File: config.mk
export PLATFORM = sky130hd
export DESIGN_NAME = pc_sequencer
export DESIGN_NICKNAME = d
export VERILOG_FILES = /design/src/rtl/seq_pkg.sv /design/src/rtl/prog_counter.sv /design/src/rtl/pc_sequencer.sv
export SDC_FILE = /design/constraint.sdc
export NUM_CORES = 1
export LEC_CHECK = 0
export CAP_MARGIN = 20
export CORE_ASPECT_RATIO = 0.75
export CORE_MARGIN = 5
export CORE_UTILIZATION = 52
export CTS_BUF_LIST = sky130_fd_sc_hd__clkbuf_4 sky130_fd_sc_hd__clkbuf_8
export DETAILED_ROUTE_END_ITERATION = 8
export PLACE_DENSITY_LB_ADDON = 0.08
export SLEW_MARGIN = 20
export SYNTH_ARGS = -nofsm -noshare
export SYNTH_HDL_FRONTEND = slang
export SYNTH_SLANG_ARGS = --single-unit
File: constraint.sdc
create_clock -name clk -period 5.5 [get_ports clk]
set_clock_uncertainty 0.15 [all_clocks]
set_input_delay 0.55 -clock clk [delete_from_list [all_inputs] [get_ports clk]]
set_output_delay 0.55 -clock clk [all_outputs]
set_load 0.05 [all_outputs]
File: src/rtl/seq_pkg.sv
// Shared types and default widths for the multi-cycle PC sequencer.
// Optional single-step PAUSE state is enabled by PC_SEQUENCER_STEP_EN.
package seq_pkg;

    localparam int unsigned PC_W_DEF  = 10;
    localparam int unsigned CNT_W_DEF = 16;

    typedef enum logic [2:0] {
        StIdle,
        StFetch,
        StDecode,
        StExec,
        StMem,
        StWb,
        StDone
`ifdef PC_SEQUENCER_STEP_EN
        ,
        StPause
`endif
    } seq_state_e;

endpackage

File: src/rtl/prog_counter.sv
// Program counter register: start-address load, branch mux and wrapping increment.
module prog_counter
    import seq_pkg::*;
#(
    parameter int unsigned PC_W = PC_W_DEF
) (
    input  logic            clk,
    input  logic            reset,
    input  logic            load_i,
    input  logic [PC_W-1:0] load_addr_i,
    input  logic            advance_i,
    input  logic            take_branch_i,
    input  logic [PC_W-1:0] branch_target_i,
    output logic [PC_W-1:0] pc_o
);

    logic [PC_W-1:0] pc_q, pc_d;

    always_comb begin
        pc_d = pc_q;
        if (load_i) begin
            pc_d = load_addr_i;
        end else if (advance_i) begin
            // Natural overflow of the PC_W-bit add gives the all-ones -> 0 wrap.
            pc_d = take_branch_i ? branch_target_i : pc_q + PC_W'(1);
        end
    end

    always_ff @(posedge clk or posedge reset) begin
        if (reset) begin
            pc_q <= '0;
        end else begin
            pc_q <= pc_d;
        end
    end

    assign pc_o = pc_q;

endmodule

File: src/rtl/pc_sequencer.sv
// Multi-cycle fetch/decode/exec/mem/wb sequencer with retired-instruction counter.
// Defining PC_SEQUENCER_STEP_EN adds a step input and a PAUSE state after WB.
module pc_sequencer
    import seq_pkg::*;
#(
    parameter int unsigned PC_W  = PC_W_DEF,
    parameter int unsigned CNT_W = CNT_W_DEF
) (
    input  logic             clk,
    input  logic             reset,
    input  logic             req,
    input  logic [PC_W-1:0]  start_addr,
    input  logic             branch,
    input  logic             branch_taken,
    input  logic [PC_W-1:0]  branch_target,
    input  logic             mem_access,
    input  logic             halt_instr,
`ifdef PC_SEQUENCER_STEP_EN
    input  logic             step,
`endif
    output logic [PC_W-1:0]  pc,
    output logic             fetch_en,
    output logic             reg_we_gate,
    output logic             mem_we_gate,
    output logic             done,
    output logic [CNT_W-1:0] instr_count
);

    seq_state_e       state_q, state_d;
    logic [CNT_W-1:0] cnt_q, cnt_d;
    logic             pc_load;
    logic             pc_advance;

    always_comb begin
        state_d     = state_q;
        cnt_d       = cnt_q;
        pc_load     = 1'b0;
        pc_advance  = 1'b0;
        fetch_en    = 1'b0;
        reg_we_gate = 1'b0;
        mem_we_gate = 1'b0;
        done        = 1'b0;
        unique case (state_q)
            StIdle: begin
                if (req) begin
                    state_d = StFetch;
                    pc_load = 1'b1;
                    cnt_d   = '0;
                end
            end
            StFetch: begin
                fetch_en = 1'b1;
                state_d  = StDecode;
            end
            // Halt wins over branch: it leaves before WB, so pc is never updated.
            StDecode: state_d = halt_instr ? StDone : StExec;
            StExec:   state_d = mem_access ? StMem : StWb;
            StMem: begin
                mem_we_gate = 1'b1;
                state_d     = StWb;
            end
            StWb: begin
                reg_we_gate = 1'b1;
                pc_advance  = 1'b1;
                if (cnt_q != '1) begin
                    cnt_d = cnt_q + CNT_W'(1);
                end
`ifdef PC_SEQUENCER_STEP_EN
                state_d = StPause;
`else
                state_d = StFetch;
`endif
            end
            StDone: begin
                done = 1'b1;
                if (!req) begin
                    state_d = StIdle;
                end
            end
`ifdef PC_SEQUENCER_STEP_EN
            StPause: begin
                if (step) begin
                    state_d = StFetch;
                end
            end
`endif
            default: state_d = StIdle;
        endcase
    end

    always_ff @(posedge clk or posedge reset) begin
        if (reset) begin
            state_q <= StIdle;
            cnt_q   <= '0;
        end else begin
            state_q <= state_d;
            cnt_q   <= cnt_d;
        end
    end

    prog_counter #(
        .PC_W(PC_W)
    ) u_prog_counter (
        .clk            (clk),
        .reset          (reset),
        .load_i         (pc_load),
        .load_addr_i    (start_addr),
        .advance_i      (pc_advance),
        .take_branch_i  (branch & branch_taken),
        .branch_target_i(branch_target),
        .pc_o           (pc)
    );

    assign instr_count = cnt_q;

endmodule

==> metrics.csv <==
stage,metric,value,unit
job,Max-cap violations,0,
clocking,maximum clock insertion buffer count,2,
global_routing,largest net degree at the start of global routing,30,
finish,Fillers,256,
pwr,clock group share of total power,16.0,%
route,final wirelength,5040,um
timing,RSZ-0062 raised after global routing,no,
placed_design,HPWL after DPL,3630,um
timing,Final Hold Fails,0,
clocking,cts-stage hold buffer count,0,
clocking,Num CTS Buffers,5,
yosys,Seq cells post-synth,29,
timing,setup violators final,0,
setup_path,CP peak stage delay,0.90,ns
placed_design,GP Congestion,0.835,
timing,fmax,295,MHz
yosys,sequential fraction of the synthesis area,39.9,%
pwr,Peak VDD IR,0.319,mV
setup_path,Crit Path Max Fanout,15,
finish,"commonest non-fill, non-tap cell in the layout",clkdlybuf4s50_1,
pwr,Switching Fraction,47.9,%
finish,Layout Nets,291,
die,starting density of the core,54.6,%
yosys,Post-synth EDFFs,0,
die,Die Span X,78.3,um
global_routing,vias in the first global route,1727,
yosys,Synth Net Count,236,
route,drt pass-1 iters,5,
timing,Hold Slack,0.382,ns
clocking,clock root buffer,clkbuf_8,
clocking,clock slew seen by the registers of the worst setup and hold paths,0.06,ns
pwr,P_int,0.587,mW
setup_path,"Max stage delay cell, worst path",clkdlybuf4s50_1,
clocking,CTS tree,yes,
global_routing,grt ovf,0,
route,vias per inst,6.09,
timing,fin crit share,61.6,%
yosys,Syn Inst Count,207,
die,die area,4800,um2
timing,Final Max Tran Viols,0,
yosys,Yosys cell types,50,
clocking,setup bufs post-CTS,0,
clocking,CTS Sinks,29,
setup_path,worst path required time,4.80,ns
yosys,Netlist Area Pre-Place,1820,um2
pwr,Gate power share,50.8,%
setup_path,critical path class,reg2out,
yosys,synth warn,0,
yosys,syn_area_per_cell,8.79,um2
setup_path,worst path cell trace,"nand3b_1, inv_1, clkdlybuf4s50_1",
clocking,H-tree levels,2,
finish,layout cells sized above 1,6.87,%
route,routed len/inst,16.7,um
die,row cnt,18,
setup_path,Worst Setup Start Kind,register,
worst_hold_path,HP Class,reg2reg,
yosys,async set or reset register ratio after synthesis,100,%
die,Die Y,61.2,um
finish,area delta synth->final,37.3,%
timing,max_slew headroom,51.7,%
finish,Ant. Diodes,0,
pwr,Sequential Power Share,33.2,%
timing,Setup TNS,0,ns
route,Vias,1839,
pwr,LEAKAGE,0.975,nW
placed_design,Port Buffers,56,
clocking,Clock Latency Late Sink,0.28,ns
timing,Tmin final,3.39,ns
route,Antenna Nets Post-Route,0,
finish,most frequent cells in the layout,"clkdlybuf4s50_1 (56), dfrtp_1 (29), nand2_1 (23)",
timing,slew at the pin closest to its max-slew limit,0.721,ns
setup_path,Setup crit end kind,primary output,
global_routing,initial antenna violation count,0,
setup_path,CP arrival,2.69,ns
pwr,Power Density,451,nW/um2
route,DRC Markers,0,
yosys,main flop type after synthesis,dfrtp_1,
pwr,Net Switching,0.540,mW
global_routing,Tot GR Track Use,22.1,%
die,Top Ports,57,
clocking,PostCTS Resize Cnt,0,
outcome,status,finished clean,
die,Core Region,3330,um2
route,drt initial violations,155,
global_routing,global-route wire length before repair,8220,um
pwr,total power,1.13,mW
## kinds of logic (layout without fill, tap and decap cells)
logic type,Yosys count,after routing,share of synthesized area [%]
compound gates,61,61,22.7
xor+xnor,3,3,1.44
fa+ha+maj,2,2,1.37
buf+inv,18,73,3.85
flops,29,29,39.9
mux,9,9,5.09
simple gates,85,85,25.7
## power groups by stage
stage                     Sequential, mW  Clock (mW)  Combinational (mW)
after floorplan                    0.490           0               0.269
after CTS                          0.371       0.183               0.574
after detailed placement           0.375           0               0.571
after global routing               0.387       0.195               0.615
after global placement             0.373           0               0.567
final                              0.375       0.180               0.572
## layout make-up
| cell class | instances | area, um2 | area share (%) |
|---|---|---|---|
| clock buffers | 7 | 90.1 | 3.60 |
| inverters | 7 | 26.3 | 1.05 |
| multi-input cells | 160 | 1020 | 41.0 |
| flip-flops and latches | 29 | 726 | 29.0 |
| well taps | 40 | 50.0 | 2.00 |
| repair buffers | 59 | 583 | 23.3 |
## path summary, 6_finish.rpt
kind / startpoint / endpoint / slack [ns] / cells past startpoint
min reg2reg: instr_count[7] / instr_count[7] / 0.38 / 1
max reg2reg: state_q[0] / instr_count[6] / 2.78 / 5
min: instr_count[7] / instr_count[7] / 0.38 / 1
max: state_q[1] / reg_we_gate / 2.11 / 3
min in group asynchronous: reset / u_prog_counter.pc_o[1] / 0.50 / 3
max in group asynchronous: reset / instr_count[13] / 4.41 / 3
## cells in the mapped netlist, types with 3 or more instances
| cell type | count | share of area, % |
|---|---|---|
| a21oi_1 | 8 | 2.2 |
| o31ai_1 | 4 | 1.6 |
| dfrtp_1 | 29 | 40 |
| mux2i_1 | 7 | 3.8 |
| clkbuf_1 | 9 | 1.9 |
| a211oi_1 | 3 | 1.2 |
| a22oi_1 | 4 | 1.6 |
| or4_1 | 7 | 2.9 |
| inv_1 | 7 | 1.4 |
| nand2_1 | 23 | 4.7 |
| o41ai_1 | 3 | 1.4 |
| nor2_1 | 12 | 2.5 |
| and3_1 | 3 | 1.0 |
| o21ai_0 | 19 | 5.2 |
| nor4_1 | 5 | 1.7 |
| nor3_1 | 6 | 1.6 |
| nand3_1 | 8 | 2.2 |
| nand4_1 | 5 | 1.7 |
| or3_1 | 3 | 1.0 |
## worst max-delay path, delay by kind of cell, from the launching register on
kind | cells | cell delay, ns
and+or+nand+nor | 1 | 0.48
buffers and inverters | 2 | 1.41
DFF | 1 | 0.52
## metrics by stage
stage	setup slack [ns]	instance area, um2	utilization (%)	instances
after floorplan	2.92	1820	-	207
after global placement	2.46	2410	72.3	295
after global routing	1.95	2500	75.0	302
final	2.11	2500	75.0	302
after CTS	2.13	2500	75.0	302
after detailed placement	2.34	2410	72.3	295
## per-layer routing
metal  track usage, %  vias up  wire length, um
li1                 -      896                -
met1             31.2      860             2340
met2             33.3       74             2220
met3             6.14        9              433
met4             7.73        0               47
met5                0        -                0
## sequential cells by signal, indices dropped and copies added, names as in the netlist
name	cells
instr_count	16
u_prog_counter.pc_o	10
state_q	3
Note: power is estimated with default switching activity, not from simulation.
